### config.mk
export PLATFORM = sky130hd
export DESIGN_NAME = alu_share_arbiter
export DESIGN_NICKNAME = d
export VERILOG_FILES = /design/src/rtl/alu_share_arbiter.sv
export SDC_FILE = /design/constraint.sdc
export NUM_CORES = 1
export LEC_CHECK = 0
export ABC_AREA = 1
export CAP_MARGIN = 25
export CORE_ASPECT_RATIO = 1.75
export CORE_MARGIN = 1.5
export CORE_UTILIZATION = 30
export DETAILED_ROUTE_END_ITERATION = 16
export MAX_ROUTING_LAYER = met4
export PLACE_DENSITY = 0.63
export SYNTH_ARGS = -nofsm -noshare
export SYNTH_HDL_FRONTEND = slang
export SYNTH_SLANG_ARGS = --single-unit
### constraint.sdc
create_clock -name clk -period 1.3 [get_ports clk]
set_input_delay 0.195 -clock clk [delete_from_list [all_inputs] [get_ports clk]]
set_output_delay 0.195 -clock clk [all_outputs]
set_load 0.03 [all_outputs]
### src/rtl/alu_share_arbiter.sv
`default_nettype none
// ============================================================================
// Module      : alu_share_arbiter
// Description : Round-robin sharing of one combinational ALU between two
//               requesters. Each operation runs as accept (IDLE), one execute
//               cycle (EXEC), then a held response (RESP) to the granted
//               requester.
//               Optional grant counters: define ALU_SHARE_ARBITER_STATS_EN.
// Revision    : 1.0 - initial release
// ============================================================================
module alu_share_arbiter #(
    parameter int WIDTH = 32,
    parameter int SHW   = 5
) (
    input  logic                 clk,
    input  logic                 rst_n,
    input  logic [1:0]           req_valid,
    output logic [1:0]           req_ready,
    input  logic [2*WIDTH-1:0]   req_rs_data,
    input  logic [2*WIDTH-1:0]   req_rt_data,
    input  logic [2*SHW-1:0]     req_shamt,
    input  logic [3:0]           req_funct,
    output logic [1:0]           rsp_valid,
    input  logic [1:0]           rsp_ready,
    output logic [WIDTH-1:0]     rsp_data,
    output logic                 rsp_zero,
    output logic [WIDTH-1:0]     alu_rs_data,
    output logic [WIDTH-1:0]     alu_rt_data,
    output logic [SHW-1:0]       alu_shamt,
    output logic [1:0]           alu_funct,
    input  logic [WIDTH-1:0]     alu_rd_data,
    input  logic                 alu_zero
`ifdef ALU_SHARE_ARBITER_STATS_EN
    ,
    output logic [15:0]          grant_cnt0,
    output logic [15:0]          grant_cnt1
`endif
);

    localparam logic [1:0] c_IDLE = 2'd0;
    localparam logic [1:0] c_EXEC = 2'd1;
    localparam logic [1:0] c_RESP = 2'd2;

    logic [1:0]       r_state;
    logic [1:0]       w_state_nxt;
    logic             r_rr_ptr;
    logic             r_grant;
    logic [WIDTH-1:0] r_rs;
    logic [WIDTH-1:0] r_rt;
    logic [SHW-1:0]   r_shamt;
    logic [1:0]       r_funct;
    logic [WIDTH-1:0] r_rd;
    logic             r_zero;

    logic             w_winner;
    logic             w_accept;
    logic             w_rsp_hs;

    // Favoured requester wins when valid, otherwise the other one.
    // Reset gates acceptance so req_ready drops as soon as rst_n falls.
    assign w_winner = req_valid[r_rr_ptr] ? r_rr_ptr : ~r_rr_ptr;
    assign w_accept = rst_n && (r_state == c_IDLE) && (|req_valid);
    assign w_rsp_hs = (r_state == c_RESP) && rsp_ready[r_grant];

    // ALU is always fed from the latched operands so it is stable outside EXEC.
    assign alu_rs_data = r_rs;
    assign alu_rt_data = r_rt;
    assign alu_shamt   = r_shamt;
    assign alu_funct   = r_funct;
    assign rsp_data    = r_rd;
    assign rsp_zero    = r_zero;

    // State register.
    always_ff @(posedge clk or negedge rst_n) begin
        if (!rst_n) begin
            r_state <= c_IDLE;
        end else begin
            r_state <= w_state_nxt;
        end
    end

    // Next-state logic: IDLE -> EXEC on accept, EXEC -> RESP always, RESP -> IDLE on handshake.
    always_comb begin
        w_state_nxt = r_state;
        case (r_state)
            c_IDLE:  if (w_accept) w_state_nxt = c_EXEC;
            c_EXEC:  w_state_nxt = c_RESP;
            c_RESP:  if (w_rsp_hs) w_state_nxt = c_IDLE;
            default: w_state_nxt = c_IDLE;
        endcase
    end

    // Handshake outputs: one-hot ready in IDLE, one-hot response valid in RESP.
    always_comb begin
        req_ready = 2'b00;
        rsp_valid = 2'b00;
        if (w_accept) begin
            req_ready[w_winner] = 1'b1;
        end
        if (r_state == c_RESP) begin
            rsp_valid[r_grant] = 1'b1;
        end
    end

    // Operand capture, result capture and round-robin pointer update.
    always_ff @(posedge clk or negedge rst_n) begin
        if (!rst_n) begin
            r_rr_ptr <= 1'b0;
            r_grant  <= 1'b0;
            r_rs     <= '0;
            r_rt     <= '0;
            r_shamt  <= '0;
            r_funct  <= 2'b00;
            r_rd     <= '0;
            r_zero   <= 1'b0;
        end else begin
            if (w_accept) begin
                r_grant <= w_winner;
                r_rs    <= w_winner ? req_rs_data[2*WIDTH-1:WIDTH] : req_rs_data[WIDTH-1:0];
                r_rt    <= w_winner ? req_rt_data[2*WIDTH-1:WIDTH] : req_rt_data[WIDTH-1:0];
                r_shamt <= w_winner ? req_shamt[2*SHW-1:SHW]       : req_shamt[SHW-1:0];
                r_funct <= w_winner ? req_funct[3:2]               : req_funct[1:0];
            end
            if (r_state == c_EXEC) begin
                r_rd   <= alu_rd_data;
                r_zero <= alu_zero;
            end
            // Pointer moves only when the response is taken, not on accept.
            if (w_rsp_hs) begin
                r_rr_ptr <= ~r_grant;
            end
        end
    end

`ifdef ALU_SHARE_ARBITER_STATS_EN
    // Saturating per-requester accept counters.
    always_ff @(posedge clk or negedge rst_n) begin
        if (!rst_n) begin
            grant_cnt0 <= 16'h0000;
            grant_cnt1 <= 16'h0000;
        end else if (w_accept) begin
            if (!w_winner && grant_cnt0 != 16'hFFFF) grant_cnt0 <= grant_cnt0 + 16'd1;
            if (w_winner && grant_cnt1 != 16'hFFFF)  grant_cnt1 <= grant_cnt1 + 16'd1;
        end
    end
`endif

endmodule
`default_nettype wire

==> flow_summary.toml <==
[status]
status = "complete, but fails checks"
violations = "setup timing"

[die]
pin_count = 289
die_w_um = 104
initial_core_util = 0.306
die_area_mm2 = 0.0187
core_mm2 = 0.0175
die_h_um = 180
std_cell_rows = 64

[layout]
fillers = 1624
syn2layout_area_growth_pct = 85.1
drive_gt1_frac = 0.241
stdcell_area_mm2 = 0.00994
final_common_cell = "nand2_1"
layout.nets = 1195
final_cell_mix = "nand2_1 (337), clkdlybuf4s50_1 (177), nand3_1 (129)"

[sta]
slew_headroom = 0.508
final.min_clock_period_ns = 1.49
rsz0062_at_grt = "true"
maxSlewViolCount = 0
setup_viol = 74
fin_setup_tns_ns = -2.40
setup_slack_ns = -0.187
max_freq_mhz = 672
post-route-period-util = 1.14
fin_skew_ns = 0.0126
worst_slew_pin_slew_ns = 0.738
final_hold_viol_count = 0

[power]
seqPwrFrac = 0.265
switchingPower_w = 0.0105
powerDensity_mw_per_mm2 = 2320
combPwrFrac = 0.609
p_clk_frac = 0.126
ir_worst_vdd_mv = 1.08
switching_share = 0.457
p_leak_nw = 5.01
p_int_w = 0.0125

[worst_setup_path]
r2r.worst_path.cells = 8
cp_cell_sequence = "inv_2 -> nand3_2 -> nor2_4 -> nand2_2 -> inv_2 -> buf_6"
crit_arrival_ns = 1.29
start_kind = "register"
timing.rr.start = "r_rr_ptr"
cpPeakStageDelay_ns = 0.40
critPathCaptureType = "output port"
r2r_slack_ns = -0.06
crit_slowest_cell = "dfrtp_1"
crit_path_max_fanout = 3
r2r-end = "alu_rs_data[24]"
critPathKind = "reg2out"
worstPathRequired_ns = 1.11
cpMostUsedCell = "inv_2"

[route]
routed_via_density = 4.88
wire_per_inst_um = 18.7
num_vias = 6100
drcViolationCount = 0
drt_wl_total_um = 23400
ant_nets = 0
dr.pass1.iters = 5
dr.first_iter.drc_count = 395

[synthesis]
syn_area_mm2 = 0.00537
synth_nets = 898
avgSynthCellArea_um2 = 7.49
synthFlopType = "dfrtp_1"
syn_inst = 717
yosysUniqueCellTypes = 17
synth_edf_count = 0
synth-async-reset-ratio = 1.00
ys.warnings.count = 0
seq_area_frac_synth = 0.503
ys_seq_elements = 108

[place]
globalplace.congestion = 0.849
numPortBuffers = 288
dpl.hpwl_um = 14000
postPlaceCellArea_mm2 = 0.00883

[clock_tree]
cts-hold-fix-buffers = 0
clockRootBuffer = "clkbuf_16"
cts_tree = "built"
cts-htree-levels = 3
cts.sinks = 108
clkLatencyLatePin_ns = 0.35
clk_pin_slew_ns = 0.07
numCtsBuffers = 9
cts.path.max_buffers = 2

[global_route]
grt_pass1_vias = 5739
grt_usage = 0.229
antenna_found_initial = 1
grt_max_degree = 56
gr-total-overflow = 0
grt_pass1_wl_um = 32300

[hold_path]
hp-class = "in2async"

[job]
cap_violations = 0
[flip-flops by register name (all words and copies together) (netlist names)]
signal / cells
alu_rs_data: 32
alu_funct: 2
r_rr_ptr: 1
alu_shamt: 5
r_state: 2
rsp_zero: 1
alu_rt_data: 32
r_grant: 1
rsp_data: 32
[layout make-up]
cell class | count | area, µm² | area share
Inverter | 8 | 30.0 | 0.00302
Clock buffer | 11 | 243 | 0.0244
Clock inverter | 5 | 66.3 | 0.00667
Sequential cell | 108 | 2700 | 0.272
Multi-Input combinational cell | 549 | 2700 | 0.271
Timing Repair Buffer | 338 | 3910 | 0.393
Tap cell | 231 | 289 | 0.0291
Antenna cell | 1 | 2.50 | 0.000252
[logic make-up after synthesis]
logic type / after synthesis / share of synthesized area
buffers and inverters: 61 / 0.0671
AO/OA/AOI/OAI: 4 / 0.00373
flip-flops: 108 / 0.503
AND/OR/NAND/NOR: 544 / 0.426
[cells in the mapped netlist, types with 2 or more instances]
cell type | count | area, µm²
inv_2 | 5 | 18.8
nand3_1 | 175 | 876
buf_8 | 6 | 90.1
buf_6 | 2 | 22.5
clkbuf_1 | 3 | 11.3
buf_2 | 39 | 195
inv_1 | 3 | 11.3
nor2_1 | 3 | 11.3
nand2_1 | 362 | 1360
buf_1 | 3 | 11.3
o21ai_0 | 3 | 15.0
dfrtp_1 | 108 | 2700
[worst max-delay path by stage]
stage | startpoint | to | slack, ns | cells after the start
after floorplan | r_state[0] | req_ready[0] | 0.001 | 5
after global placement | req_valid[1] | r_grant | -0.34 | 7
after detailed placement | req_valid[1] | r_grant | -0.35 | 7
after CTS | r_state[1] | req_ready[1] | -0.24 | 6
after global routing | r_state[1] | req_ready[1] | -0.25 | 6
final | r_state[1] | req_ready[1] | -0.19 | 6
[metal layers]
metal,vias up,GRT usage,part of all wire
li1,2895,-,-
met3,44,0.0286,0.045
met5,-,-,0
met1,2918,0.259,0.38
met2,243,0.408,0.55
met4,0,0.0867,0.030
[what timing repair did]
| action | CTS | global route |
|---|---|---|
| hold endpoints to repair | 0 | 0 |
| setup buffers | 8 | 2 |
| pin swaps | 5 | 26 |
| resized for setup | 178 | 125 |
| setup endpoints to repair | 80 | 153 |
| cloned | 4 | 16 |
[per-stage QoR]
stage | hold WS [ns] | setup slack, ns | cells | power, W | util
2_1_floorplan | -0.101 | 0.00130 | 717 | 0.0126 | -
3_3_place_gp | 0.451 | -0.338 | 1204 | 0.0190 | 0.504
3_5_place_dp | 0.450 | -0.348 | 1204 | 0.0191 | 0.504
4_1_cts | 0.0712 | -0.238 | 1232 | 0.0222 | 0.538
5_1_grt | 0.113 | -0.250 | 1251 | 0.0243 | 0.567
6_report | 0.0553 | -0.187 | 1251 | 0.0231 | 0.567
[worst max-delay path, delay by kind of cell, from the launching register on]
kind / cells / cell delay (ns)
flip-flops: 1 / 0.40
buffers and inverters: 3 / 0.28
AND/OR/NAND/NOR: 3 / 0.29
[power groups by stage]
stage          Combinational (W)  Sequential (W)  Clock (W)
2_1_floorplan            0.00375         0.00885          0
6_report                  0.0141         0.00610    0.00291
5_1_grt                   0.0149         0.00628    0.00311
3_3_place_gp              0.0129         0.00609          0
4_1_cts                   0.0131         0.00610    0.00300
3_5_place_dp              0.0130         0.00612          0
Power figures use the tool's default switching activity.
==> edit 1: new RTL, same settings <==
The parameter `WIDTH` goes from 32 to 48.
--- a/src/rtl/alu_share_arbiter.sv
+++ b/src/rtl/alu_share_arbiter.sv
@@ -9,7 +9,7 @@
 // Revision    : 1.0 - initial release
 // ============================================================================
 module alu_share_arbiter #(
-    parameter int WIDTH = 32,
+    parameter int WIDTH = 48,
     parameter int SHW   = 5
 ) (
     input  logic                 clk,
Ports: changed (6 resized); port bits go from 289 to 417. No check against the original RTL was run, so the function may have changed too.
==> edit 1 against the original RTL <==
  * The flow still finishes with violations (setup timing)
  * Design area grew 39%
  * Sequential cell count grew 48
  * Critical path depth shrank 1
  * Hold slack gained 130 ps
  * Synthesized area grew 43%
  * Total power grew 46%
  * Setup slack lost 120 ps
  * Wire length grew 42%
  * Largest cell class unchanged
==> edit 1: results (changes against the original RTL) <==
Global route
  • First-pass GRT wire length: 49,400 um (+53%)
  • Total Routing Usage GR: 25.8% (+2.9 points)
  • Vias in the first global route: 8,717 (+52%)
  • Largest net degree at the start of global routing: 121 (+120%)

CTS
  • Longest Clk Path Bufs: 2 (unchanged)
  • Clk_lat worst skew: 450 ps (+100 ps)
  • H-Tree Level Count: 4 (+1)
  • Cts bufs inserted: 17 (+8)

Yosys
  • Post-synthesis compound-gate area fraction: 0.262% (-0.11 points)
  • Commonest cells in the netlist: nand2_1, nand3_1, dfrtp_1
  • Sequential share of the synthesized area: 51.0% (+0.68 points)
  • Synth area leaders: dfrtp_1, nand2_1, nand3_1, buf_2, clkbuf_1

Layout
  • Fin nets: 1,719 (+44%)
  • Share of cells above drive strength 1: 19.0% (-5.2 points)
  • Fillers: 2,389 (+47%)

Timing
  • Final Skew: 8.87 ps (-3.71 ps)
  • Worst Tran Pin Value: 683 ps (-55.2 ps)
  • Final setup vio count: 143 (+93%)
  • Setup tns final: -20,710 ps (-18,310 ps)
  • Final WS setup: -309 ps (-122 ps)

Setup path
  • Worst Path Arrival: 1410 ps (+120 ps)

Place
  • Number of port buffers: 416 (+44%)
  • Pre-CTS setup slack: -427 ps (-79.0 ps)
  • Post-detail-place hpwl: 21,800 um (+56%)
  • Routability cong.: 0.861 (+1.5%)

Drt
  • Routed len/inst: 18.6 um (-0.37%)
  • Initial drt markers: 540 (+37%)
  • DR vias/cell: 4.83 (-0.86%)

Status
  • Failing checks: setup timing
  • Outcome: finished, violations left

Power
  • Worst VDD drop: 1.22 mV (+13%)
## edit 1: area by class of cell
cell class / count / share of cell area [%]
timing repair buffer: 487 / 39.4
tap: 316 / 2.87
clock inverter: 14 / 1.41
multi-input combinational: 788 / 24.6
sequential: 156 / 28.3
clock buffer: 18 / 3.12
inverter: 8 / 0.218
## edit 1: worst paths after layout
check	startpoint	to	slack [ps]	depth (start not counted)
worst max-delay path	r_state[0]	req_ready[0]	-310	5
worst min-delay path	rst_n	r_grant	180	5
worst max register to register	r_state[1]	alu_rs_data[1]	-250	10
worst min register to register	rsp_data[20]	rsp_data[20]	470	2
max in group asynchronous	rst_n	alu_rs_data[21]	170	3
min in group asynchronous	rst_n	r_state[1]	470	3
## edit 1: cell families (layout without fill, tap and decap cells)
group                  Yosys count  after routing
buffers and inverters           90            527
AO/OA/AOI/OAI                    4              4
AND/OR/NAND/NOR                784            784
flip-flops                     156            156
## edit 1: stage by stage
step | std cells | area [um2]
2_1_floorplan | 1034 | 7670
4_1_cts | 1776 | 13600
3_5_place_dp | 1718 | 12800
5_1_grt | 1787 | 13800
3_3_place_gp | 1718 | 12800
6_report | 1787 | 13800
## edit 1: power by group
group	internal [mW]	total, mW	switching [mW]
registers	7.16	8.82	1.66
clock network	3.22	5.36	2.14
logic	8.16	19.4	11.2
## edit 1: what timing repair did
action / in CTS / in global routing
setup buffers: 13 / 12
resized for setup: 517 / 10
endpoints found under the setup margin: 185 / 158
pin swaps: 5 / 4
cloned: 13 / 4
hold buffers: 1 / 0
endpoints found under the hold margin: 156 / 0
## edit 1: worst max-delay path, cell delays in order (launching register included)
cell	delay [ps]
dfrtp_1	380
inv_2	80
buf_6	100
nand4_4	120
nor2_4	140
buf_6	150
## edit 1: metal layers
| layer | global-route usage (%) | vias to the layer above | routed length, um |
|---|---|---|---|
| li1 | - | 4164 | - |
| met3 | 5.21 | 65 | 2090 |
| met2 | 43.6 | 350 | 17000 |
| met4 | 13.0 | 0 | 1400 |
| met1 | 28.4 | 4060 | 12800 |
| met5 | - | - | 0 |
==> edit 2: new RTL, same settings <==
Made on the original files. Add a define of `ALU_SHARE_ARBITER_STATS_EN`.
--- a/src/rtl/alu_share_arbiter.sv
+++ b/src/rtl/alu_share_arbiter.sv
@@ -8,6 +8,8 @@
 //               Optional grant counters: define ALU_SHARE_ARBITER_STATS_EN.
 // Revision    : 1.0 - initial release
 // ============================================================================
+`define ALU_SHARE_ARBITER_STATS_EN
+
 module alu_share_arbiter #(
     parameter int WIDTH = 32,
     parameter int SHW   = 5
Behaviour (old outputs only; new: grant_cnt0 and grant_cnt1): unchanged (equiv_simple and equiv_induct, registers matched by name and starting in step).
==> edit 2 against the original RTL <==
  * The flow still finishes with violations (setup timing)
  * Wire length rose by 12%
  * Sequential share of layout area grew 0.54 points
  * Cell count up 23%
  * Design area is 28% higher
  * Clock skew down 4.5 ps
  * Setup slack got worse by 190 ps
  * Total power is 8.8% higher
  * Synthesized area up 22%
  * Sequential cell count is 32 higher
==> edit 2: results (changes against the original RTL) <==
Power
  • Total power: 25.1 mW (+8.8%)
  • Internal Power: 14.5 mW (+16%)
  • Worst VDD drop: 1.14 mV (+5.1%)

Yosys
  • Sequential share of the synthesized area: 53.5% (+3.1 points)
  • Syn Nets: 966 (+7.6%)
  • Mapped Cells: 783 (+9.2%)
  • Mux cell area share after synthesis: 5.67% (+5.7 points)
  • Unique masters post-synth: 23 (+6)
  • Synth Area in Adders: 0.382% (+0.38 points)

Setup path
  • Reg2Reg Setup Slack: -340 ps (-280 ps)
  • Worst r2r dst: grant_cnt0[7]
  • Family with the most delay on the worst path: simple AND/OR/NAND/NOR gates
  • Worst Path Arrival: 1480 ps (+190 ps)
  • Critical-path maximum fanout: 4 (+1)

Timing
  • Setup tns final: -29,090 ps (-26,690 ps)
  • Final setup vio count: 148 (+100%)
  • Relative slew slack: 73.9% (+23 points)
  • Final WS setup: -374 ps (-187 ps)

Status
  • Outcome: finished, violations left
  • Failing checks: setup timing

Hold path
  • Worst hold path class: in2reg

Drt
  • Routed len/inst: 17.0 um (-9.0%)
  • First drt pass iteration count: 6 (+1)

Place
  • Post-detail-place hpwl: 17,100 um (+23%)
  • Pre-CTS setup slack: -486 ps (-137 ps)

Layout
  • ANT cells: 0 (-1)
## edit 2: cell count changes after synthesis, sizes merged
cell,change
inv,+34
nand3b,+1
buf,-28
ha,+2
mux2,+33
nand3,-82
xnor2,+12
o21ai,+7
dfrtp,+32
nand4,+13
nand2,+3
clkbuf,+6
nor2,+33
## edit 2: final cells by class
cell class	instances	area [um2]
Clock buffer	20	467
Timing Repair Buffer	462	4550
Timing Repair inverter	1	11.3
Clock inverter	11	71.3
Tap cell	292	365
Fill cell	1913	8790
Multi-Input combinational cell	571	3550
Inverter	42	168
Sequential cell	140	3530
## edit 2: what timing repair did
action / 4_1_cts / 5_1_grt
setup buffers: 11 / 37
endpoints found under the setup margin: 256 / 202
pin swaps: 14 / 38
gates cloned: 7 / 10
resized for setup: 460 / 311
hold buffers: 1 / 0
endpoints found under the hold margin: 58 / 0
## edit 2: layer usage
| metal | track usage, % | wire length [um] |
|---|---|---|
| met1 | 21.8 | 9280 |
| met2 | 41.3 | 15100 |
| met3 | 4.42 | 1130 |
| met4 | 6.49 | 653 |
| met5 | - | 0 |
## edit 2: how the worst max path moves through the flow
stage                        startpoint         endpoint  slack [ps]  depth (start not counted)
after floorplan           grant_cnt0[0]    grant_cnt0[3]        -150                          9
after global placement     req_valid[0]   grant_cnt0[15]        -460                         10
after detailed placement   req_valid[0]  alu_rs_data[27]        -490                          8
after CTS                    r_state[0]     req_ready[1]        -400                          5
after global routing         r_state[1]     req_ready[1]        -440                          5
final                        r_state[1]     req_ready[1]        -370                          5
## edit 2: worst register-to-register path, cell delays in order, from the launching register on
cell and delay [ps]:
dfrtp_1 390, nor2_2 150, nand3_4 130, nor2_4 160, buf_12 120, buf_4 110, buf_12 130, nand2_8 100
buf_6 160, nand2_2 50, nand2_1 50
